--- config.mk ---
export PLATFORM = sky130hd
export DESIGN_NAME = bcd_serial_adder
export DESIGN_NICKNAME = d
export VERILOG_FILES = /design/src/rtl/bcd_serial_adder.sv
export SDC_FILE = /design/constraint.sdc
export NUM_CORES = 1
export LEC_CHECK = 0
export CORE_UTILIZATION = 35
export DETAILED_ROUTE_END_ITERATION = 16
export HOLD_SLACK_MARGIN = 0.05
export PLACE_DENSITY = 0.65
export SLEW_MARGIN = 20
export SYNTH_ARGS = -nofsm -noshare
export SYNTH_HDL_FRONTEND = slang
export SYNTH_SLANG_ARGS = --single-unit
--- constraint.sdc ---
create_clock -name Clock -period 3.7 [get_ports Clock]
set_input_delay 1.11 -clock Clock [delete_from_list [all_inputs] [get_ports Clock]]
set_output_delay 1.11 -clock Clock [all_outputs]
set_load 0.03 [all_outputs]
--- src/rtl/bcd_serial_adder.sv ---
// bcd_serial_adder: digit-serial packed-BCD adder.
// Latches two DIGITS-digit operands on Start, then adds one decimal digit per
// clock (least significant first) with decimal correction and a registered
// ripple carry. Flags operand digits greater than 9 on Invalid.
// Optional feature macro: BCD_SUB_EN adds the Sub port and ten's-complement
// subtraction (A + nines-complement(B) + 1).
//
// Handshake: Start is sampled only while IDLE (Busy low); the accepting edge
// latches A/B(/Sub), after which the inputs may change. Busy stays high for
// exactly DIGITS cycles; Done pulses for one cycle when Sum/Cout/Invalid are
// valid. Start during Busy is ignored. fsm_state exposes the FSM for checkers.
module bcd_serial_adder #(
    parameter int DIGITS = 4
) (
    input  logic                  Clock,
    input  logic                  Reset,
    input  logic                  Start,
    input  logic [4*DIGITS-1:0]   A,
    input  logic [4*DIGITS-1:0]   B,
`ifdef BCD_SUB_EN
    input  logic                  Sub,
`endif
    output logic                  Busy,
    output logic                  Done,
    output logic [4*DIGITS-1:0]   Sum,
    output logic                  Cout,
    output logic                  Invalid,
    output logic [0:0]            fsm_state
);

    localparam int IDX_W = (DIGITS > 1) ? $clog2(DIGITS) : 1;

    localparam logic [0:0] IDLE = 1'b0;
    localparam logic [0:0] RUN  = 1'b1;

    logic [0:0]          state;
    logic [4*DIGITS-1:0] a_sh;
    logic [4*DIGITS-1:0] b_sh;
    logic                carry;
    logic [IDX_W-1:0]    idx;
`ifdef BCD_SUB_EN
    logic                sub_q;
`endif

    logic [3:0] a_dig;
    logic [3:0] b_raw;
    logic [3:0] b_eff;
    logic [4:0] t;
    logic [3:0] sum_digit;
    logic       carry_next;
    logic       digit_bad;
    logic       last;

    // Current digit: operands are shifted right so digit 0 is always the active one.
    always_comb begin
        a_dig = a_sh[3:0];
        b_raw = b_sh[3:0];
`ifdef BCD_SUB_EN
        b_eff = sub_q ? (4'd9 - b_raw) : b_raw;
`else
        b_eff = b_raw;
`endif
        t          = {1'b0, a_dig} + {1'b0, b_eff} + {4'b0000, carry};
        sum_digit  = t[3:0];
        carry_next = 1'b0;
        if (t > 5'd9) begin
            sum_digit  = t[3:0] + 4'd6;
            carry_next = 1'b1;
        end
        digit_bad = (a_dig > 4'd9) || (b_raw > 4'd9);
        last      = (idx == IDX_W'(DIGITS - 1));
    end

    // Busy is simply "in RUN"; the state register is exported for observation.
    always_comb begin
        Busy      = (state == RUN);
        fsm_state = state;
    end

    // FSM, operand capture and per-digit accumulation.
    always_ff @(posedge Clock or posedge Reset) begin
        if (Reset) begin
            state   <= IDLE;
            a_sh    <= '0;
            b_sh    <= '0;
            carry   <= 1'b0;
            idx     <= '0;
            Done    <= 1'b0;
            Sum     <= '0;
            Cout    <= 1'b0;
            Invalid <= 1'b0;
`ifdef BCD_SUB_EN
            sub_q   <= 1'b0;
`endif
        end else begin
            case (state)
                IDLE: begin
                    Done <= 1'b0;
                    if (Start) begin
                        a_sh    <= A;
                        b_sh    <= B;
                        idx     <= '0;
                        Sum     <= '0;
                        Cout    <= 1'b0;
                        Invalid <= 1'b0;
`ifdef BCD_SUB_EN
                        sub_q   <= Sub;
                        carry   <= Sub;
`else
                        carry   <= 1'b0;
`endif
                        state   <= RUN;
                    end
                end
                RUN: begin
                    for (int i = 0; i < DIGITS; i++) begin
                        if (idx == IDX_W'(i)) begin
                            Sum[i*4 +: 4] <= sum_digit;
                        end
                    end
                    carry   <= carry_next;
                    Invalid <= Invalid | digit_bad;
                    a_sh    <= a_sh >> 4;
                    b_sh    <= b_sh >> 4;
                    idx     <= idx + 1'b1;
                    if (last) begin
                        Cout  <= carry_next;
                        Done  <= 1'b1;
                        state <= IDLE;
                    end
                end
                default: state <= IDLE;
            endcase
        end
    end

endmodule

# Word-level counts from Yosys, hierarchy flattened
# Index checks and enable logic that the tools add are counted.
# classes
addsub	4
mul	0
div	0
magnitude_cmp	3
eq_ne	8
shifts	0
n_mux	24
n_bitwise	2
reduce_logical	6
# ops
cell	count
case mux 16 bit (2 select lines)	3
2-to-1 mux 16 bit	3
2-to-1 mux 4 bit	5
case mux 1 bit (2 select lines)	5
> comparator 4 bit (second input constant)	2
inequality test 2 x 1 -> 1 bit (second input constant)	4
AND reduction 2 bit	4
2-to-1 mux 1 bit	6
adder 4 x 4 -> 5 bit	1
adder 5 x 1 -> 5 bit	1
> comparator 5 x 4 -> 1 bit (second input constant)	1
adder 4 x 3 -> 4 bit (second input constant)	1
equality test 2 bit (second input constant)	2
case mux 2 bit (2 select lines)	1
adder 2 x 1 -> 2 bit (second input constant)	1
equality test 2 x 1 -> 1 bit (second input constant)	1
zero test 2 bit	1
2-to-1 mux 2 bit	1
inequality test 2 bit (second input constant)	1
logical OR 1 bit	1
NOT 1 bit	1
OR 1 bit	1
# word_totals
register_bits	55
latch_bits	0
ram_bits	0
romBits	0
in_bits	35
output_inout_bits	21
n_memories	0

# Depth between registers and ports, before layout
# Gate-level depths: netlist of the first run.
# logic_depth
depth_word	6
ltp_mapped	8
ltp_nobuf	8

# Worst setup path before layout of the first run
# OpenSTA, ideal clock, no wires.
# synth_path
kind	flip-flop to flip-flop
from	reg a_sh[0]
to	reg Sum[10]
setup_ns	0.083
arrival_ns	2.625
required_time_ns	3.617
slack_ns	0.992
path_stages_with_launch	9
path_buffers	0
path_cell_list	dfrtp_1 fa_1 fa_1 xnor2_1 ha_1 nor2b_1 o41ai_4 mux2_2 o21ai_0
# synth_via
elab_chain_len	6
elab_cells_between_ends	7
classes_between	add/sub (3); order compare (1); mux (3)
# synth_lines
element	line_no	rtl
start, declared	37	logic [4*DIGITS-1:0] a_sh;
start signal, assigned	123	a_sh <= a_sh >> 4;
adder 4 x 4 -> 5 bit *	63	t = {1'b0, a_dig} + {1'b0, b_eff} + {4'b0000, carry};
adder 5 x 1 -> 5 bit *	63	
adder 4 x 3 -> 4 bit or > comparator 5 x 4 -> 1 bit (tied branches)	67, 66	
2-to-1 mux 4 bit *	66	if (t > 5'd9) begin
2-to-1 mux 4 bit *	117	if (idx == IDX_W'(i)) begin
case mux 16 bit (2 select lines) *	96	case (state)
end signal, assigned by index	118	Sum[i*4 +: 4] <= sum_digit;
end, declared	25	output logic [4*DIGITS-1:0] Sum,
# Every way passes the cells marked *; elsewhere a longest branch is shown, timed or not. The select of a mux whose other input is x is not followed.
# A chain may end at the register's enable or synchronous reset.

# Worst setup path in the final report of the first run
# Same ends and word-level chain as after synthesis.

==> impl_metrics.tcl, run 1 <==
set metrics [dict create \
    cp_data_required_time_ns 3.93 \
    htree_num_levels 2 \
    wl_per_cell_um 13.1 \
    slew_viol_final 0 \
    dieHeight_um 89.1 \
    die_w_um 89.1 \
    dpl.cell_count 398 \
    clk_latency_ns 0.31 \
    cts-root-buf "clkbuf_8" \
    synth.mux.area_fraction_pct 14.2 \
    coreArea_sq_um 7290 \
    synthArstFlopShare_pct 100 \
    portBuffers 55 \
    synth_nets 299 \
    power.density_nw_per_um2 818 \
    ys_ff_latch 55 \
    worstPathArrival_ns 3.17 \
    relSlewSlack_pct 53.0 \
    grt_max_degree 86 \
    cts_tree "built" \
    hold_buffers 0 \
    rsz0062_at_grt "false" \
    postPlaceCellArea_sq_um 3300 \
    grt_pass1_wl_um 8990 \
    grt_usage_pct 15.0 \
    antenna_cells 0 \
    clock-sinks 55 \
    ys_seq_area_share_pct 51.9 \
    rows 31 \
    grt_pass1_vias 1809 \
    ys.flop_type "dfrtp_1" \
    n_fill_cell 737 \
    hold_path_class "register to register" \
    path_class "register to register" \
    firstDrtPassIters 4 \
    synth.avg_cell_area_sq_um 10.4 \
    fin_nets 351 \
    period_needed_ns 2.94 \
    synth_compound_area_share_pct 13.7 \
    cts.path.max_buffers 2 \
    hold_viol_final 0 \
    synth_simple_gate_area_share_pct 11.2 \
    synth_area_sq_um 2650 \
    drive_above_1_share_pct 7.82 \
    period_share_pct 79.5 \
    design_area_sq_um 3410 \
    areaGrowthSynthToFinish_pct 28.7 \
    die_area_sq_um 7930 \
    synth-xor-area-share_pct 0.660 \
    drv_cap 0 \
    startpoint_type "register" \
    synthAdderAreaFrac_pct 5.28 \
    yosysWarnings 0 \
    setup_tns_ns 0 \
    max_freq_mhz 340 \
    clk_pin_slew_ns 0.11 \
    via_count 1958 \
    initial_utilization_pct 36.4 \
    max-vdd-ir-drop_mv 0.298 \
    cp_max_fo 4 \
    cts.repair.resized 0 \
    fin_worst_skew_ns 0.0108 \
    synth_top_family_by_area "multiplexers" \
    antenna_found_initial 0 \
    ant_nets 0 \
    power_leakage_nw 1.55 \
    status "finished clean" \
    avgViaCountPerCell 4.82 \
    syn-instance-count 254 \
    stdcell_count 406 \
    gp_congestion 0.771 \
    cts_buffers 5 \
    cp-end-kind "register" \
    worstMarginPinSlew_ns 0.706 \
    synth_edf_count 0 \
    io_pins 56 \
    dp_hpwl_um 3870 \
    finalSetupViolations 0 \
    wl_um 5330 \
    ys_types 29 \
    layout_common_cells "54 x dfrtp_1, 54 x clkdlybuf4s50_1, 51 x o21ai_0" \
    grt_remaining_overflow 0 \
    post_cts.repair.setup_buffers 0 \
    remaining_drc_errors 0 \
    drtIter0Drc 100 \
]
==> cells by family (layout without fill, tap and decap cells) <==
| kind of cell | Yosys count | in the layout |
|---|---|---|
| and+or+nand+nor | 67 | 67 |
| AOI/OAI and AO/OA | 63 | 63 |
| DFF | 55 | 55 |
| muxes | 37 | 37 |
| buffers and inverters | 20 | 73 |
| adders and majority gates | 10 | 10 |
| xor gates and xnor gates | 2 | 2 |
==> worst max-delay path, stage by stage (launching register included) <==
cell,delay [ns]
dfrtp_1,0.42
fa_1,0.47
fa_1,0.42
xnor2_1,0.18
ha_1,0.23
nor2b_1,0.16
o41ai_4,0.40
mux2_2,0.42
o21ai_0,0.18
==> sequential cells by signal, summed over array words and instances, names as in the netlist <==
signal   flops
Sum         16
Done         1
Invalid      1
carry        1
a_sh        16
b_sh        16
Busy         1
idx          2
Cout         1
==> stage by stage <==
stage	power (mW)	util, %	setup slack, ns	hold WS (ns)
6_report	2.79	46.8	0.757	0.487
5_1_grt	3.04	46.8	0.599	0.520
4_1_cts	2.82	46.8	0.747	0.493
3_5_place_dp	2.41	45.2	0.778	0.465
3_3_place_gp	2.36	45.2	0.893	0.464
2_1_floorplan	1.98	-	0.992	0.449
==> area by class of cell <==
class                           instances  area (sq um)  share of cell area [%]
Tap cell                               99           124                    3.63
Timing Repair Buffer                   60           583                    17.1
Clock inverter                          3          47.5                    1.39
Clock buffer                            5          68.8                    2.02
Sequential cell                        55          1380                    40.4
Inverter                                5          18.8                   0.550
Multi-Input combinational cell        179          1190                    35.0
==> power breakdown <==
group          internal (mW)  switching (mW)
Clock                  0.205           0.204
Combinational          0.606           0.818
Sequential             0.824           0.134
==> cell usage after synthesis (2+ instances only) <==
cell | instances | share of area [%]
dfrtp_1 | 55 | 52
o21ai_0 | 51 | 9.6
nand2_1 | 38 | 5.4
mux2i_1 | 32 | 12
clkbuf_1 | 11 | 1.6
nor2_1 | 9 | 1.3
ha_1 | 8 | 3.8
nand2b_1 | 8 | 1.9
inv_1 | 5 | 0.71
mux2_2 | 5 | 2.1
nor2b_1 | 5 | 1.2
nand3_1 | 4 | 0.75
a21oi_1 | 3 | 0.57
buf_2 | 3 | 0.57
fa_1 | 2 | 1.5
xnor2_1 | 2 | 0.66
==> per-layer routing <==
metal | routed length (um) | up-vias | global-route usage [%]
met5 | 0 | - | 0
met4 | 35 | 0 | 3.90
met3 | 197 | 2 | 3.42
met2 | 2440 | 42 | 23.9
met1 | 2660 | 935 | 20.7
li1 | - | 979 | -
==> worst paths after layout <==
path                                 to    start  depth (start not counted)  slack, ns
worst max-delay path            Sum[10]  a_sh[0]                          8       0.76
worst min-delay path            Sum[13]  Sum[13]                          2       0.49
worst max register to register  Sum[10]  a_sh[0]                          8       0.76
worst min register to register  Sum[13]  Sum[13]                          2       0.49
max in group asynchronous       b_sh[9]    Reset                          3       1.89
min in group asynchronous        idx[1]    Reset                          2       1.16
No activity file was read; power rests on OpenSTA's default activity.
==> run 2, diff against run 1 <==
==> constraint.sdc (replaced) <==
create_clock -name Clock -period 2.92 [get_ports Clock]
set_input_delay 0.876 -clock Clock [delete_from_list [all_inputs] [get_ports Clock]]
set_output_delay 0.876 -clock Clock [all_outputs]
set_load 0.03 [all_outputs]
==> run 2 against run 1 <==
Effect of this change: critical endpoint is now Sum[14]; sequential cell count unchanged; largest power group unchanged; combinational power grew 35%; via count shrank 0.66%; highest routed layer unchanged.
==> impl_metrics.tcl, run 2 (synthesis gave the netlist of run 1 again) <==
set metrics [dict create \
    dp_hpwl_um 3860 \
    rows 31 \
    layout_common_cells "54 x dfrtp_1, 54 x clkdlybuf4s50_1, 50 x o21ai_0" \
    drv_cap 0 \
    max-vdd-ir-drop_mv 0.348 \
    cts.path.max_buffers 2 \
    fin_nets 351 \
    reg2reg_slack_ns 0.14 \
    portBuffers 55 \
    top_layer "met4" \
    areaGrowthSynthToFinish_pct 30.9 \
    io_pins 56 \
    period_needed_ns 2.78 \
    clk_latency_ns 0.31 \
    htree_num_levels 2 \
    hold_buffers 0 \
    worstMarginPinSlew_ns 0.705 \
    die_area_sq_um 7930 \
    initial_utilization_pct 36.4 \
    hold_path_class "register to register" \
    worstPathArrival_ns 3.02 \
    fin_worst_skew_ns 0.0106 \
    met3_length_um 239 \
    ant_nets 0 \
    startpoint_type "register" \
    cts-root-buf "clkbuf_8" \
    clk_pin_slew_ns 0.10 \
    wirelength_met1_um 2580 \
    cp-end-kind "register" \
    slew_viol_final 0 \
    die_w_um 89.1 \
    wl_per_cell_um 13.2 \
    grt_max_degree 86 \
    path_class "register to register" \
    postPlaceCellArea_sq_um 3320 \
    n_fill_cell 716 \
    hold_viol_final 0 \
    max_freq_mhz 359 \
    holdWs_ns 0.485 \
    grt_usage_pct 14.9 \
    antenna_found_initial 0 \
    stdcell_count 406 \
    antenna_cells 0 \
    via_count 1945 \
    rsz0062_at_grt "false" \
    setup_tns_ns 0 \
    period_share_pct 95.3 \
    worstReg2RegStart "a_sh[0]" \
    grt_pass1_vias 1830 \
    cts_buffers 5 \
    dpl.cell_count 398 \
    cts_tree "built" \
    drtIter0Drc 129 \
    crit_path_end "Sum[14]" \
    grt_remaining_overflow 0 \
    cp_data_required_time_ns 3.16 \
    grt_pass1_wl_um 9000 \
    dieHeight_um 89.1 \
    r2r_end "Sum[14]" \
    wl_um 5350 \
    finalSetupViolations 0 \
    cp_max_fo 4 \
    avgViaCountPerCell 4.79 \
    place_ws_ns 0.0783 \
    status "finished clean" \
    design_area_sq_um 3470 \
    gp_congestion 0.818 \
    setup_slack_ns 0.137 \
    reg2reg_depth 8 \
    wl_met2_um 2450 \
    relSlewSlack_pct 53.0 \
    firstDrtPassIters 4 \
    remaining_drc_errors 0 \
    drive_above_1_share_pct 8.47 \
    power.density_nw_per_um2 1080 \
    coreArea_sq_um 7290 \
    reg_top3 "Sum: 16 flops, a_sh: 16 flops, b_sh: 16 flops" \
    power_leakage_nw 1.57 \
    clock-sinks 55 \
    startpoint "a_sh[0]" \
]
## run 2: per-stage QoR
| step | power, mW | utilization, % |
|---|---|---|
| 2_1_floorplan | 2.51 | - |
| 3_3_place_gp | 3.03 | 45.6 |
| 3_5_place_dp | 3.09 | 45.6 |
| 4_1_cts | 3.69 | 47.4 |
| 5_1_grt | 4.05 | 47.6 |
| 6_report | 3.74 | 47.6 |
## run 2: worst min-delay path by stage
| stage | endpoint | slack (ns) | start | cells past startpoint |
|---|---|---|---|---|
| after floorplan | a_sh[10] | 0.45 | a_sh[14] | 2 |
| after global placement | a_sh[11] | 0.46 | a_sh[15] | 2 |
| after detailed placement | b_sh[2] | 0.47 | b_sh[6] | 2 |
| after CTS | a_sh[9] | 0.50 | a_sh[13] | 2 |
| after global routing | b_sh[8] | 0.52 | b_sh[12] | 2 |
| final | b_sh[4] | 0.48 | b_sh[8] | 2 |
## run 2: power breakdown
group	switching, mW	internal (mW)
Sequential	0.179	1.04
Combinational	1.06	0.860
Clock	0.254	0.342
## run 2: final cells by class
type                            count  area (sq um)  area share (%)
Multi-Input combinational cell    179          1210            34.8
Clock inverter                      3          67.6            1.95
Sequential cell                    55          1380            39.7
Timing Repair Buffer               60           608            17.5
Inverter                            5          18.8           0.541
Clock buffer                        5          68.8            1.98
Tap cell                           99           124            3.57
## run 2: per-layer routing
metal,track usage [%],vias up
met1,20.0,915
met5,0,-
met2,24.1,44
li1,-,978
met3,3.51,8
met4,4.33,0
## run 2: repair_timing
| item | 4_1_cts | 5_1_grt |
|---|---|---|
| setup buffers | 0 | 0 |
| hold endpoints to repair | 0 | 0 |
| gates resized for setup | 0 | 4 |
| setup endpoints to repair | 0 | 8 |
## run 2: worst max-delay path: stages (launching register included)
cell and delay, ns:
dfrtp_1 0.41, fa_2 0.42, fa_1 0.57, inv_1 0.08, ha_1 0.21, nor2b_1 0.16, o41ai_4 0.33, mux2_4 0.36
o21ai_0 0.17
